$ cat src/rtl/angstrom_pkg.sv
// ============================================================================
// Module   : angstrom_pkg
// Purpose  : Shared types and defaults for the data-RAM arbiter slice:
//            address/data width defaults, port-owner tag, arbiter states.
// Revision : 1.0 - initial release
// ============================================================================
`default_nettype none

package angstrom_pkg;

  localparam int ADDR_W_DEF = 12;
  localparam int DATA_W_DEF = 8;
  localparam int LOCK_CNT_W = 8;

  typedef enum logic {
    OWN_CPU  = 1'b0,
    OWN_HOST = 1'b1
  } owner_t;

  typedef enum logic [1:0] {
    ARB_IDLE = 2'd0,
    ARB_RR   = 2'd1,
    ARB_LOCK = 2'd2
  } arb_state_t;

  // The port that did not own the RAM most recently.
  function automatic owner_t other_owner(input owner_t o);
    return (o == OWN_CPU) ? OWN_HOST : OWN_CPU;
  endfunction

endpackage

`default_nettype wire

$ cat src/rtl/rr_arb2.sv
// ============================================================================
// Module   : rr_arb2
// Purpose  : Two-request round-robin picker. A sole requester wins; on a
//            conflict the port that did not own the RAM last time wins.
// Revision : 1.0 - initial release
// ============================================================================
`default_nettype none

module rr_arb2
  import angstrom_pkg::*;
(
  input  logic req_cpu_i,
  input  logic req_host_i,
  input  logic last_owner_i,
  output logic gnt_cpu_o,
  output logic gnt_host_o
);

  owner_t w_pref;

  // Pick the sole requester, or the preferred port when both request.
  always_comb begin
    w_pref     = other_owner(owner_t'(last_owner_i));
    gnt_cpu_o  = 1'b0;
    gnt_host_o = 1'b0;
    if (req_cpu_i && req_host_i) begin
      gnt_cpu_o  = (w_pref == OWN_CPU);
      gnt_host_o = (w_pref == OWN_HOST);
    end else begin
      gnt_cpu_o  = req_cpu_i;
      gnt_host_o = req_host_i;
    end
  end

endmodule

`default_nettype wire

$ cat src/rtl/mem_arbiter.sv
// ============================================================================
// Module   : mem_arbiter
// Purpose  : Single-port data-RAM arbiter between the CPU and a debug/loader
//            host. Combinational grant, round-robin on conflict, bounded host
//            lock, one-cycle read return routed by an owner tag.
//            Optional build macro MEM_ARBITER_STATS_EN enables the saturating
//            16-bit conflict counter; otherwise conflict_cnt_o is tied to 0.
// Revision : 1.0 - initial release
// ============================================================================
`default_nettype none

module mem_arbiter
  import angstrom_pkg::*;
#(
  parameter int ADDR_W   = ADDR_W_DEF,
  parameter int DATA_W   = DATA_W_DEF,
  parameter int MAX_LOCK = 8
) (
  input  logic              clk_i,
  input  logic              rst_ni,
  input  logic              cpu_req_i,
  input  logic              cpu_we_i,
  input  logic [ADDR_W-1:0] cpu_addr_i,
  input  logic [DATA_W-1:0] cpu_wdata_i,
  output logic              cpu_gnt_o,
  output logic              cpu_rvalid_o,
  output logic [DATA_W-1:0] cpu_rdata_o,
  input  logic              host_req_i,
  input  logic              host_we_i,
  input  logic [ADDR_W-1:0] host_addr_i,
  input  logic [DATA_W-1:0] host_wdata_i,
  input  logic              host_lock_i,
  output logic              host_gnt_o,
  output logic              host_rvalid_o,
  output logic [DATA_W-1:0] host_rdata_o,
  output logic              mem_ren_o,
  output logic              mem_wen_o,
  output logic [ADDR_W-1:0] mem_addr_o,
  output logic [DATA_W-1:0] mem_din_o,
  input  logic [DATA_W-1:0] mem_dout_i,
  output logic [15:0]       conflict_cnt_o
);

  localparam logic [LOCK_CNT_W-1:0] LOCK_LIMIT = LOCK_CNT_W'(MAX_LOCK);

  arb_state_t            state_q, state_d;
  owner_t                last_owner_q, last_owner_d;
  logic [LOCK_CNT_W-1:0] lock_cnt_q, lock_cnt_d;
  logic                  cpu_owed_q, cpu_owed_d;   // CPU owed a turn after lock expiry
  logic                  rd_pend_q, rd_pend_d;
  owner_t                rd_owner_q, rd_owner_d;

  logic   w_in_lock;
  owner_t w_rr_last;
  logic   w_rr_cpu, w_rr_host;
  logic   w_cpu_gnt, w_host_gnt;
  logic   w_lock_start;

  assign w_in_lock = (state_q == ARB_LOCK);
  // After a lock expiry, present HOST as last owner so the CPU wins the next conflict.
  assign w_rr_last = cpu_owed_q ? OWN_HOST : last_owner_q;

  rr_arb2 u_rr_arb2 (
    .req_cpu_i    (cpu_req_i),
    .req_host_i   (host_req_i),
    .last_owner_i (w_rr_last),
    .gnt_cpu_o    (w_rr_cpu),
    .gnt_host_o   (w_rr_host)
  );

  // Grant: host owns the RAM outright while locked, otherwise round-robin.
  always_comb begin
    w_cpu_gnt  = 1'b0;
    w_host_gnt = 1'b0;
    if (w_in_lock) begin
      w_host_gnt = host_req_i;
    end else begin
      w_cpu_gnt  = w_rr_cpu;
      w_host_gnt = w_rr_host;
    end
  end

  // Grants and RAM port are forced quiet while reset is held.
  assign cpu_gnt_o  = w_cpu_gnt & rst_ni;
  assign host_gnt_o = w_host_gnt & rst_ni;

  // Steer the granted port onto the RAM; zero when nobody is granted.
  always_comb begin
    mem_ren_o  = 1'b0;
    mem_wen_o  = 1'b0;
    mem_addr_o = '0;
    mem_din_o  = '0;
    if (cpu_gnt_o) begin
      mem_ren_o  = ~cpu_we_i;
      mem_wen_o  = cpu_we_i;
      mem_addr_o = cpu_addr_i;
      mem_din_o  = cpu_wdata_i;
    end else if (host_gnt_o) begin
      mem_ren_o  = ~host_we_i;
      mem_wen_o  = host_we_i;
      mem_addr_o = host_addr_i;
      mem_din_o  = host_wdata_i;
    end
  end

  // Next-state: FSM, lock counter, last owner, CPU-owed flag, read tag.
  always_comb begin
    state_d      = state_q;
    lock_cnt_d   = lock_cnt_q;
    last_owner_d = last_owner_q;
    cpu_owed_d   = cpu_owed_q;
    rd_pend_d    = (w_cpu_gnt & ~cpu_we_i) | (w_host_gnt & ~host_we_i);
    rd_owner_d   = w_host_gnt ? OWN_HOST : OWN_CPU;

    if (w_cpu_gnt) begin
      last_owner_d = OWN_CPU;
    end else if (w_host_gnt) begin
      last_owner_d = OWN_HOST;
    end

    // The debt is paid by a CPU grant or forgiven by a cycle without a CPU request.
    if (w_cpu_gnt || !cpu_req_i) begin
      cpu_owed_d = 1'b0;
    end

    // The grant that starts a lock is the first of the MAX_LOCK it may take.
    w_lock_start = w_host_gnt & host_lock_i & ~w_in_lock & (~cpu_owed_q | ~cpu_req_i);

    case (state_q)
      ARB_IDLE, ARB_RR: begin
        if (w_lock_start) begin
          if (LOCK_LIMIT <= 8'd1) begin
            state_d    = ARB_RR;
            lock_cnt_d = '0;
            cpu_owed_d = 1'b1;
          end else begin
            state_d    = ARB_LOCK;
            lock_cnt_d = 8'd1;
          end
        end else if (cpu_req_i || host_req_i) begin
          state_d = ARB_RR;
        end else begin
          state_d = ARB_IDLE;
        end
      end
      ARB_LOCK: begin
        if (w_host_gnt && host_lock_i) begin
          if (lock_cnt_q == LOCK_LIMIT - 8'd1) begin
            state_d    = ARB_RR;
            lock_cnt_d = '0;
            cpu_owed_d = 1'b1;
          end else begin
            lock_cnt_d = lock_cnt_q + 8'd1;
          end
        end else begin
          state_d    = ARB_RR;
          lock_cnt_d = '0;
        end
      end
      default: begin
        state_d    = ARB_IDLE;
        lock_cnt_d = '0;
      end
    endcase
  end

  // State registers; reset also cancels any read in flight.
  always_ff @(posedge clk_i or negedge rst_ni) begin
    if (!rst_ni) begin
      state_q      <= ARB_IDLE;
      last_owner_q <= OWN_HOST;
      lock_cnt_q   <= '0;
      cpu_owed_q   <= 1'b0;
      rd_pend_q    <= 1'b0;
      rd_owner_q   <= OWN_CPU;
    end else begin
      state_q      <= state_d;
      last_owner_q <= last_owner_d;
      lock_cnt_q   <= lock_cnt_d;
      cpu_owed_q   <= cpu_owed_d;
      rd_pend_q    <= rd_pend_d;
      rd_owner_q   <= rd_owner_d;
    end
  end

  // Read return goes to whichever port issued the read last cycle.
  assign cpu_rvalid_o  = rd_pend_q & (rd_owner_q == OWN_CPU);
  assign host_rvalid_o = rd_pend_q & (rd_owner_q == OWN_HOST);
  assign cpu_rdata_o   = cpu_rvalid_o  ? mem_dout_i : '0;
  assign host_rdata_o  = host_rvalid_o ? mem_dout_i : '0;

`ifdef MEM_ARBITER_STATS_EN
  logic [15:0] conflict_cnt_q;

  // Count cycles where both ports request (one is necessarily stalled), saturating.
  always_ff @(posedge clk_i or negedge rst_ni) begin
    if (!rst_ni) begin
      conflict_cnt_q <= '0;
    end else if (cpu_req_i && host_req_i && (conflict_cnt_q != 16'hFFFF)) begin
      conflict_cnt_q <= conflict_cnt_q + 16'd1;
    end
  end

  assign conflict_cnt_o = conflict_cnt_q;
`else
  assign conflict_cnt_o = 16'h0000;
`endif

endmodule

`default_nettype wire

$ cat config.mk
export PLATFORM = sky130hd
export DESIGN_NAME = mem_arbiter
export DESIGN_NICKNAME = d
export VERILOG_FILES = /design/src/rtl/angstrom_pkg.sv /design/src/rtl/rr_arb2.sv /design/src/rtl/mem_arbiter.sv
export SDC_FILE = /design/constraint.sdc
export NUM_CORES = 1
export LEC_CHECK = 0
export CORE_MARGIN = 2
export CORE_UTILIZATION = 31
export DETAILED_ROUTE_END_ITERATION = 8
export PLACE_DENSITY_LB_ADDON = 0.1
export SLEW_MARGIN = 15
export SYNTH_ARGS = -nofsm -noshare
export SYNTH_HDL_FRONTEND = slang
export SYNTH_SLANG_ARGS = --single-unit
$ cat constraint.sdc
create_clock -name clk_i -period 1.86 [get_ports clk_i]
set_clock_uncertainty 0.05 [all_clocks]
set_input_delay 0.372 -clock clk_i [delete_from_list [all_inputs] [get_ports clk_i]]
set_output_delay 0.372 -clock clk_i [all_outputs]
set_load 0.005 [all_outputs]
* After elaboration in Yosys (flattened, before gate mapping)
Index checks and enable logic that the tools add are counted.
** Storage, ports and cells
- Flip-flop bits (word level) :: 14
- Bits of input ports :: 55
** Operators by class
- Add/subtract/negate cells :: 1
- Equality and inequality tests :: 5
- Muxes and demuxes :: 32
- Bitwise operators :: 17
- Reduce and logical (&&, ||, !) cells :: 8
** Operators by type and width (number)
- 8-bit 2-to-1 mux :: 7
- 12-bit 2-to-1 mux :: 2
- 1-bit 2-to-1 mux :: 18
- 8-bit case mux with 2 select lines :: 1
- 1-bit AND :: 9
- 8-bit by 1-bit adder with 8-bit output, second input constant :: 1
- 8-bit by 3-bit equality test with 1-bit output, second input constant :: 1
- 2-bit 2-to-1 mux :: 3
- 1-bit NOT :: 6
- 2-bit case mux with 2 select lines :: 1
- 3-bit by 2-bit inequality test with 1-bit output, second input constant :: 1
- 2-bit by 1-bit equality test with 1-bit output, second input constant :: 1
- 2-bit equality test, second input constant :: 1
- 1-bit logical AND :: 2
- 2-bit logical NOT :: 1
- 1-bit logical OR :: 2
- 2-bit inequality test, second input constant :: 1
- 1-bit bitwise OR :: 2
- 2-bit nonzero test :: 1
- 2-bit OR reduction :: 1
- 1-bit logical NOT :: 1

* Logic depth before layout (Yosys ltp)
- Depth in word-level cells :: 9
- Depth in mapped cells :: 6
- Gate-level depth less buffers :: 5

* Hierarchy
Synthesis repeated with hierarchy kept, for this count alone.
** Second synthesis, totals
- Cell total of the unflattened synthesis :: 139
- Area, all modules :: 1207.4 µm²
** Modules (own cells, without submodules)
- mem_arbiter :: instances 1, cells each 136, area each 1188.6 µm², sequential area each 351.6 µm²
- rr_arb2 :: instances 1, cells each 3, area each 18.8 µm², sequential area each 0.0 µm²

* Least setup slack after synthesis
Ideal clock, no wire load.
- Path kind :: register to output
- Start point :: reg cpu_owed_q
- End point :: out mem_addr_o[10]
- Arrival :: 1291 ps
- Required time :: 1438 ps
- Setup slack :: 147 ps
- Cell stages (with the launch flop) :: 6
- Cells stage by stage :: dfrtp_1 > or2_1 > a31o_2 > nor2_4 > buf_6 > a22o_1
** Between the ends
- Word-level cells in the longest chain between the ends :: 7
- Elaborated cells between the ends (all ways) :: 10
** Ends and longest elaborated chain
- start: declaration :: RTL line mem_arbiter.sv:49 : logic cpu_owed_q, cpu_owed_d;
- start signal: assignment :: RTL line mem_arbiter.sv:180 : cpu_owed_q <= cpu_owed_d;
- 1-bit 2-to-1 mux :: RTL line mem_arbiter.sv:61 : assign w_rr_last = cpu_owed_q ? OWN_HOST : last_owner_q;
- 1-bit 2-to-1 mux :: RTL line angstrom_pkg.sv:28 : return (o == OWN_CPU) ? OWN_HOST : OWN_CPU;
- 1-bit 2-to-1 mux :: RTL line rr_arb2.sv:26 : if (req_cpu_i && req_host_i) begin
- 1-bit 2-to-1 mux :: RTL line mem_arbiter.sv:75 : if (w_in_lock) begin
- 1-bit AND :: RTL line mem_arbiter.sv:85 : assign host_gnt_o = w_host_gnt & rst_ni;
- net host_gnt_o :: RTL line mem_arbiter.sv:33 : output logic host_gnt_o,
- 12-bit 2-to-1 mux :: RTL line mem_arbiter.sv:98 : end else if (host_gnt_o) begin
- 12-bit 2-to-1 mux :: RTL line mem_arbiter.sv:93 : if (cpu_gnt_o) begin
- end: declaration :: RTL line mem_arbiter.sv:38 : output logic [ADDR_W-1:0] mem_addr_o,
The timed path passes the listed nets, and every way through them passes these cells.

* Worst setup path in the final report
- Start point :: reg cpu_owed_q
- End point :: out mem_din_o[3]
** Between the ends
- Word-level cells in the longest chain between the ends :: 7
- Elaborated cells between the ends (all ways) :: 10
** Ends and longest elaborated chain
- 1-bit 2-to-1 mux (*) :: RTL line mem_arbiter.sv:61
- 1-bit 2-to-1 mux :: RTL line angstrom_pkg.sv:28
- 1-bit 2-to-1 mux :: RTL line rr_arb2.sv:26
- 1-bit 2-to-1 mux :: RTL line mem_arbiter.sv:75
- 1-bit AND :: RTL line mem_arbiter.sv:85
- 8-bit 2-to-1 mux :: RTL line mem_arbiter.sv:98
- 8-bit 2-to-1 mux (*) :: RTL line mem_arbiter.sv:93
- end: declaration :: RTL line mem_arbiter.sv:39 : output logic [DATA_W-1:0] mem_din_o,
Mark *: on every way between the ends. The rest lies on a longest branch, timed or not.

==> results.toml <==
[status]
status = "complete, but fails checks"
violations = "negative setup slack"

[routing]
wl_met3_um = 257
routed_wl_mm = 4.92
wl_per_cell_um = 15.6
drc = 0
via_per_inst = 4.81
top_layer = "met4"
drtIter0Drc = 36
m1WireLength_mm = 1.76
ant_nets = 0
first_pass_iters = 4
vias = 1514
dr_wl_met2_mm = 2.78

[logic_synthesis]
avgSynthCellArea_sq_um = 8.98
synth.distinct_cells = 36
async_reset_ff_frac = 1.00
ys.warnings.count = 0
synth_edf_count = 0
synth_ff_type = "dfrtp_1"
synth-seq-cells = 14
syn_area_sq_um = 1210
seq_area_frac_synth = 0.290
netlist_instances = 135

[min_path]
hold_class = "in -> async"

[timing]
setup_viol_count_final = 24
rsz0062_at_grt = "yes"
fin_crit_sh = 1.18
hold_viol = 0
fin_crit_ps = 2200
fmax_mhz = 455
slew_viol_final = 0
setup_slack_ps = -336
hold_ws_ps = 462

[finish]
drive_gt1_frac = 0.318
finalNetCount = 324
insertedDiodeCount = 0
fin_area_sq_um = 2510
fillers = 301
final_util = 0.675
area_growth_pct = 107

[cts]
clk_pin_slew_ps = 60
cts_tree = "done"
max-clock-path-buffers = 2
cts_buffers = 3
htreeDepth = 1
insertion_delay_ps = 250
clock-sinks = 14
ctsRootBufferMaster = "clkbuf_8"

[global_route]
grt_pass1_wl_mm = 7.16
overflow = 0
grt_max_degree = 16
grt_util_all_layers = 0.215
first_global_vias = 1461
antenna_found_initial = 0

[worst_setup_path]
crit_chain = "or2_4 > a31o_4 > nor2_4 > buf_6 > buf_16 > a22o_1 > buf_2"
cp-start-kind = "flip-flop"
cpPeakStageDelay_ps = 380
critical_path_arrival_ps = 1770
crit_required_ps = 1440
end_kind = "output port"
crit_slowest_cell = "dfrtp_1"
setup.worst_path.class = "reg -> out"
cp_max_fo = 6
critPathTopFamily = "compound AO/OA/AOI/OAI gates"
cp_num_buf_inv = 3

[pwr]
power_density_nw_per_um2 = 490
leakagePower_nw = 1.28
total_power_mw = 1.23
peakVddDrop_uv = 557

[floorplanning]
die_area_sq_um = 4430
die_h_um = 66.5
initial_core_util = 0.326
io_pins = 113
die_w_um = 66.5
core_area_sq_um = 3720
rows = 22

[placed_design]
port_buffers = 96
dp_hpwl_mm = 3.53
place_area_sq_um = 2340
routabilityCongestion = 0.801

[run]
maxCapViolations = 0
[path summary, 6_finish.rpt]
path                               startpoint            end  slack (ps)  cells after the start
worst max-delay path               cpu_owed_q   mem_din_o[3]        -340                      7
worst min-delay path                   rst_ni     cpu_owed_q         460                      2
worst max register to register  lock_cnt_q[0]  lock_cnt_q[6]         140                      6
worst min register to register  lock_cnt_q[5]  lock_cnt_q[5]         510                      1
max in group asynchronous              rst_ni   last_owner_q        1060                      2
min in group clk_i                 host_req_i   last_owner_q         500                      4
[synth_stat cells (2+ instances only)]
cell	instances	area share
a22o_1	24	0.17
a31oi_1	6	0.031
a41oi_1	2	0.014
and2_1	10	0.052
and3_1	10	0.052
buf_2	2	0.0083
buf_4	16	0.099
buf_6	3	0.028
dfrtp_1	13	0.27
inv_1	3	0.0093
nand2_1	7	0.022
nand2b_1	2	0.010
nand3_1	5	0.021
nor2_1	6	0.019
o21ai_0	4	0.017
o22ai_1	2	0.010
[routing by layer]
layer | up-vias | GRT usage
met1 | 699 | 0.239
met2 | 68 | 0.401
met5 | - | 0
met3 | 11 | 0.0304
met4 | 0 | 0.0944
li1 | 736 | -
[registers in the layout, indices dropped and copies added (netlist names)]
signal and cells:
state_q 2, lock_cnt_q 8, rd_pend_q 1, last_owner_q 1, cpu_owed_q 1, rd_owner_q 1
[report_power, final]
part | switching, mW | internal, mW | total [mW]
sequential | 0.0122 | 0.329 | 0.341
clock | 0.114 | 0.188 | 0.302
combinational | 0.221 | 0.367 | 0.588
[area by class of cell]
type / count / area [sq um] / area share
Clock buffer: 4 / 55.1 / 0.0219
Inverter: 3 / 11.3 / 0.00449
Multi-Input combinational cell: 110 / 785 / 0.313
Sequential cell: 14 / 352 / 0.140
Tap cell: 48 / 60.1 / 0.0239
Timing Repair Buffer: 136 / 1250 / 0.497
[what timing repair did]
item,CTS,global route
setup buffers,10,2
pin swaps,10,10
gates cloned,5,1
endpoints found under the setup margin,40,28
resized for setup,134,15
hold buffers,0,0
[layout by cell type (no fill, tap or decap), drive strengths merged]
master / instances
and3: 10
clkdlybuf4s50: 52
a31o: 1
dlygate4sd2: 16
nand3: 5
nor2b: 1
dfrtp: 13
o21bai: 1
a21oi: 1
nand4b: 1
dfstp: 1
ha: 1
a41oi: 2
o22ai: 2
o211ai: 1
a31oi: 7
nor2: 7
xnor2: 1
clkbuf: 8
nand2: 7
buf: 62
nand2b: 3
a2bb2oi: 1
nor4b: 1
and2: 10
or2: 1
o21ai: 4
dlymetal6s2s: 2
and4: 1
conb: 16
inv: 3
a21o: 1
a22o: 24
[kinds of logic (layout without fill, tap and decap cells)]
group / after synthesis / count (layout) / share of synthesized area
AOI/OAI and AO/OA: 45 / 45 / 0.297
adders and majority gates: 1 / 1 / 0.0103
DFF: 14 / 14 / 0.290
buffers and inverters: 26 / 143 / 0.152
and+or+nand+nor: 47 / 47 / 0.240
xor gates and xnor gates: 1 / 1 / 0.00723
other: 1 / 16 / 0.00309
[metrics by stage]
| stage | setup WS (ps) | setup TNS, ps | instances |
|---|---|---|---|
| after floorplan | 147 | 0 | 150 |
| after global placement | -619 | -14830 | 297 |
| after CTS | -377 | -6670 | 315 |
| final | -336 | -6210 | 315 |
| after detailed placement | -640 | -15470 | 297 |
| after global routing | -418 | -7810 | 315 |
No activity file was read; power rests on OpenSTA's default activity.
